--- config.mk ---
export PLATFORM = sky130hd
export DESIGN_NAME = uart_rx_ctrl
export DESIGN_NICKNAME = d
export VERILOG_FILES = /design/src/rtl/uart_rx_ctrl.sv
export SDC_FILE = /design/constraint.sdc
export NUM_CORES = 1
export LEC_CHECK = 0
export ABC_AREA = 1
export BUFFER_PORTS_ARGS = -buffer_cell sky130_fd_sc_hd__buf_2
export CAP_MARGIN = 30
export CORE_ASPECT_RATIO = 1.75
export CORE_MARGIN = 2
export CORE_UTILIZATION = 58
export CTS_CLUSTER_SIZE = 8
export DETAILED_ROUTE_END_ITERATION = 10
export MAX_ROUTING_LAYER = met4
export PLACE_DENSITY = 0.77
export RECOVER_POWER = 100
export SYNTH_ARGS = -nofsm -noshare
export SYNTH_HDL_FRONTEND = slang
export SYNTH_SLANG_ARGS = --single-unit
export TNS_END_PERCENT = 100
--- constraint.sdc ---
create_clock -name clk -period 2.54 [get_ports clk]
set_input_delay 0.381 -clock clk [delete_from_list [all_inputs] [get_ports clk]]
set_output_delay 0.381 -clock clk [all_outputs]
set_load 0.1 [all_outputs]
--- src/rtl/uart_rx_ctrl.sv ---
// uart_rx_ctrl: 8N1 serial receiver with CPU-side data/valid register and
// framing/overrun error flags.
// Optional build macro: UART_RX_MAJORITY_EN -- 2-of-3 majority vote at each
// sample point (start check, data bits, stop bit).
module uart_rx_ctrl #(
  parameter int unsigned CLKS_PER_BIT = 10417
) (
  input  logic       clk,
  input  logic       reset,
  input  logic       uart_rx,
  input  logic       rd_ack,
  output logic [7:0] rx_data,
  output logic       rx_valid,
  output logic       rx_overrun,
  output logic       frame_err,
  output logic       rx_busy
);

  localparam int unsigned CW = $clog2(CLKS_PER_BIT);
  localparam logic [CW-1:0] HALF_LAST = CW'(CLKS_PER_BIT / 2 - 1);
  localparam logic [CW-1:0] BIT_LAST  = CW'(CLKS_PER_BIT - 1);

  typedef enum logic [2:0] {
    IDLE,
    START,
    DATA,
    STOP,
    WAIT_HIGH
  } state_t;

  state_t        state, state_nxt;
  logic [CW-1:0] cnt, cnt_nxt;
  logic [2:0]    idx, idx_nxt;
  logic [7:0]    sh, sh_nxt;
  logic          good_stop, bad_stop;

  logic sync1, rxs;
  logic samp;

  // Two-flop synchronizer; reset to the idle (high) line level
  always_ff @(posedge clk or posedge reset) begin
    if (reset) begin
      sync1 <= 1'b1;
      rxs   <= 1'b1;
    end else begin
      sync1 <= uart_rx;
      rxs   <= sync1;
    end
  end

`ifdef UART_RX_MAJORITY_EN
  logic rxs_d1;

  // One-cycle history of the synchronized line for the vote
  always_ff @(posedge clk or posedge reset) begin
    if (reset) rxs_d1 <= 1'b1;
    else       rxs_d1 <= rxs;
  end

  // sync1 already holds the value rxs takes next cycle, so the vote spans
  // cycles -1/0/+1 without shifting the sample-point timing.
  assign samp = (rxs_d1 & rxs) | (rxs_d1 & sync1) | (rxs & sync1);
`else
  assign samp = rxs;
`endif

  // Receiver state, bit-period counter, bit index and shift register
  always_ff @(posedge clk or posedge reset) begin
    if (reset) begin
      state <= IDLE;
      cnt   <= '0;
      idx   <= '0;
      sh    <= '0;
    end else begin
      state <= state_nxt;
      cnt   <= cnt_nxt;
      idx   <= idx_nxt;
      sh    <= sh_nxt;
    end
  end

  // Next-state, counter and sampling decisions
  always_comb begin
    state_nxt = state;
    cnt_nxt   = cnt;
    idx_nxt   = idx;
    sh_nxt    = sh;
    good_stop = 1'b0;
    bad_stop  = 1'b0;
    unique case (state)
      IDLE: begin
        cnt_nxt = '0;
        if (!rxs) state_nxt = START;
      end
      START: begin
        if (cnt == HALF_LAST) begin
          cnt_nxt = '0;
          idx_nxt = '0;
          state_nxt = samp ? IDLE : DATA;
        end else begin
          cnt_nxt = cnt + CW'(1);
        end
      end
      DATA: begin
        if (cnt == BIT_LAST) begin
          cnt_nxt     = '0;
          sh_nxt[idx] = samp;
          if (idx == 3'd7) state_nxt = STOP;
          else             idx_nxt   = idx + 3'd1;
        end else begin
          cnt_nxt = cnt + CW'(1);
        end
      end
      STOP: begin
        if (cnt == BIT_LAST) begin
          cnt_nxt = '0;
          if (samp) begin
            good_stop = 1'b1;
            state_nxt = IDLE;
          end else begin
            bad_stop  = 1'b1;
            state_nxt = WAIT_HIGH;
          end
        end else begin
          cnt_nxt = cnt + CW'(1);
        end
      end
      WAIT_HIGH: begin
        if (rxs) state_nxt = IDLE;
      end
      default: state_nxt = IDLE;
    endcase
  end

  // CPU-visible data register and status flags
  always_ff @(posedge clk or posedge reset) begin
    if (reset) begin
      rx_data    <= '0;
      rx_valid   <= 1'b0;
      rx_overrun <= 1'b0;
      frame_err  <= 1'b0;
    end else if (good_stop) begin
      // A read-ack landing with the new byte consumes the old one, so no overrun.
      rx_data   <= sh;
      rx_valid  <= 1'b1;
      frame_err <= 1'b0;
      if (rd_ack)        rx_overrun <= 1'b0;
      else if (rx_valid) rx_overrun <= 1'b1;
    end else begin
      if (rd_ack && rx_valid) begin
        rx_valid   <= 1'b0;
        rx_overrun <= 1'b0;
        frame_err  <= 1'b0;
      end
      if (bad_stop) frame_err <= 1'b1;
    end
  end

  assign rx_busy = (state != IDLE);

endmodule

==> summary.txt <==
floorplan die width: 51.5 um
detail-routed net length per standard cell: 13.0 um
H-Tree Level Count: 2
Crit-path slowest cell: sky130_fd_sc_hd__dfrtp_1
worst-case hold path end point: sync1$_DFF_PP1_
area of all sequential standard cells: 1030 um2
Net Sw Frac: 21.4%
element type at the critical path start: flop
fraction of the yosys area taken by sequential cells: 45.0%
shortest period the worst path allows: 2.08 ns
CTS tree: yes
placement-stage worst setup slack: 0.594 ns
number of cells traversed by the worst hold path: 1
maximum fanout along the worst path: 14
worst max-slew margin expressed relative to the limit: 22.3%
Die Outline Area: 4480 um2
Congestion Overflow GR: 0
classification of the worst setup path: reg -> out
fillers: 352
share of the clock period used by the worst path: 82.0%
first-pass GRT wire length: 8.60 mm
share of power burned in the clock network: 43.2%
most used standard cell by instance count after synthesis: sky130_fd_sc_hd__nand2_1
I/O pin count: 16
Max Cap Viol: 0
total global-route track usage: 26.4%
Worst Min Path Start: uart_rx
number of port buffers: 15
setup skew after layout: 0.00422 ns
dominant synthesized flop cell: sky130_fd_sc_hd__dfrtp_1
ys async rst share: 100%
Leakage Power: 1.31 nW
sequential share of power: 54.2%
maximum achievable frequency: 480 MHz
final hold violation count: 0
VDD IR-drop max: 0.498 mV
count of cells along the worst register-to-register path: 10
multi-input gate area in the final layout: 1050 um2
worst hold path class: in -> reg
Initial Utilization: 59.7%
hold_buf cts: 0
number of distinct library cells after synthesis: 29
worst path cell trace: inv_2, nand2_1, clkbuf_2
Finished Core Util: 65.0%
setup slack on the worst flop-to-flop path: 0.49 ns
setup TNS: 0 ns
Worst-Margin Slew: 1.17 ns
RSZ-0062 raised after global routing: false
diodes inserted: 0
most used standard cells in the synthesized netlist: sky130_fd_sc_hd__nand2_1 (94), sky130_fd_sc_hd__dfrtp_1 (39), sky130_fd_sc_hd__inv_1 (39), sky130_fd_sc_hd__nor2_1 (32), sky130_fd_sc_hd__nand3_1 (25)
run status: complete, no violations
endpoint required time on the critical path: 2.16 ns
count of flip-flops with a built-in enable after synthesis: 0
pin count of the biggest net entering global routing: 42
Routed Wire Length: 4.83 mm
layout cell share with drive strength beyond 1: 8.67%
antenna violations before repair: 0
number of remaining DRC errors: 0
Cell Int Power: 955 uW
clk_lat worst skew: 0.30 ns
Initial DRC Count: 25
top-area cell type share of the netlist area: 42.7%
clock input transition at the sequential cells of the worst setup and hold paths: 0.08 ns
DPL Wire Length: 3.75 mm
worst path buffer plus inverter count: 2
FF-to-FF Start: state[2]$_DFFE_PP0P_
placeable core region: 3830 um2
number of resized instances in the post-cts repair step: 0
Num CTS Buffers: 5
number of iterations in the first detailed-routing pass: 4
ratio of routed vias to standard cells: 5.31
Yosys reg bits: 41
leading cell types by total area after synthesis: sky130_fd_sc_hd__dfrtp_1 (43%), sky130_fd_sc_hd__nand2_1 (15%), sky130_fd_sc_hd__inv_1 (6.4%)
max-slew violation count: 0
maximum clock path buffer count: 2
post-route worst setup slack: 0.457 ns
net count reported at finish: 331
nets in the synthesized netlist: 312
Switching Power: 261 uW
Pwr per Cell Area: 488 nW/um2
Critical R2R Capture: rx_overrun$_DFFE_PP0P_
netlist area before placement: 2290 um2
Post-CTS Setup Repair Bufs: 0
Area Growth Syn to Fin: 8.86%
per-instance average area after synthesis: 7.55 um2
Max stage delay on crit path: 0.59 ns
CP endpoint kind: primary output
worst path arrival time: 1.70 ns
number of global-route vias before repair: 2011
Via Count: 1970
Synth warnings: 0
biggest area consumer among synthesized cells: sky130_fd_sc_hd__dfrtp_1
standard-cell rows: 30
setup violation total in the final timing report: 0
clock net sink count: 41
Die Y-Extent: 87.1 um
RD Place Congestion: 0.901
Synth Instances: 303
clock root buffer master: sky130_fd_sc_hd__clkbuf_8
combinational share of power: 2.6%
CP top delay family: buffers and inverters
residual antenna-violating net count after detailed routing: 0
registers in the layout, summed over array words and instances (netlist names):
name and cells:
state 3, rxs 1, idx 3, cnt 14, rx_overrun 1, rx_valid 1, frame_err 1, sync1 1
rx_data 8, sh 8
per-stage QoR:
| stage | cell area, um2 | instances | total power, mW | hold slack, ns |
|---|---|---|---|---|
| 2_1_floorplan | 2290 | 303 | 0.694 | 0.345 |
| 3_3_place_gp | 2400 | 363 | 0.706 | 0.346 |
| 3_5_place_dp | 2400 | 363 | 0.706 | 0.351 |
| 4_1_cts | 2520 | 371 | 1.23 | 0.174 |
| 5_1_grt | 2490 | 371 | 1.26 | 0.168 |
| 6_report | 2490 | 371 | 1.22 | 0.177 |
worst max-delay path by stage:
stage	from	endpoint	slack, ns	cells past startpoint
after floorplan	state[2]$_DFFE_PP0P_	rx_busy	0.87	3
after global placement	state[2]$_DFFE_PP0P_	rx_overrun$_DFFE_PP0P_	0.60	10
after detailed placement	cnt[0]$_DFFE_PP0P_	rx_overrun$_DFFE_PP0P_	0.59	9
after CTS	state[2]$_DFFE_PP0P_	rx_busy	0.49	3
after global routing	cnt[0]$_DFFE_PP0P_	rx_overrun$_DFFE_PP0P_	0.23	9
final	state[2]$_DFFE_PP0P_	rx_busy	0.46	3
cell usage in the layout (no fill, tap or decap), drive strengths merged, types with 2 or more instances in the layout:
cell / count
nand3b: 3
dfstp: 2
a21oi: 3
o21ai: 13
nand2: 97
nor3: 8
buf: 4
ha: 5
nand4: 10
nor2: 36
clkinv: 2
inv: 43
clkbuf: 18
dfrtp: 39
xor2: 5
nand3: 28
area by class of cell:
class / count / share of cell area [%]
Multi-Input combinational cell: 213 / 42.1
Sequential cell: 41 / 41.3
Inverter: 44 / 6.63
Timing Repair Buffer: 17 / 2.96
Clock buffer: 5 / 2.76
Tap cell: 48 / 2.41
Clock inverter: 3 / 1.86
worst reg2reg max path, stage by stage (launching register included):
cell,delay [ns]
sky130_fd_sc_hd__dfrtp_1,0.53
sky130_fd_sc_hd__inv_2,0.28
sky130_fd_sc_hd__nand2_1,0.17
sky130_fd_sc_hd__inv_1,0.10
sky130_fd_sc_hd__nand2_1,0.10
sky130_fd_sc_hd__nor2_4,0.21
sky130_fd_sc_hd__nand2_1,0.27
sky130_fd_sc_hd__nand2_1,0.14
sky130_fd_sc_hd__nand2_1,0.06
sky130_fd_sc_hd__nand2_1,0.05
sky130_fd_sc_hd__inv_1,0.04
power by group through the flow:
stage	registers [mW]	clock network (mW)	logic [mW]
after CTS	0.659	0.537	0.0341
after global placement	0.672	0	0.0340
after global routing	0.659	0.564	0.0365
after floorplan	0.680	0	0.0137
after detailed placement	0.672	0	0.0342
final	0.659	0.525	0.0320
logic make-up after synthesis:
logic type	share of synthesized area, %
adder cells (fa/ha/maj)	2.74
AND/OR/NAND/NOR	36.8
XOR/XNOR	2.30
AO/OA/AOI/OAI	4.43
buffers and inverters	8.81
flip-flops	45.0
layer usage:
layer / share of wire [%] / track usage, %
met1: 37 / 25.0
met2: 57 / 48.8
met3: 2.8 / 4.98
met4: 3.6 / 13.2
met5: 0 / -
Power figures use the tool's default switching activity.
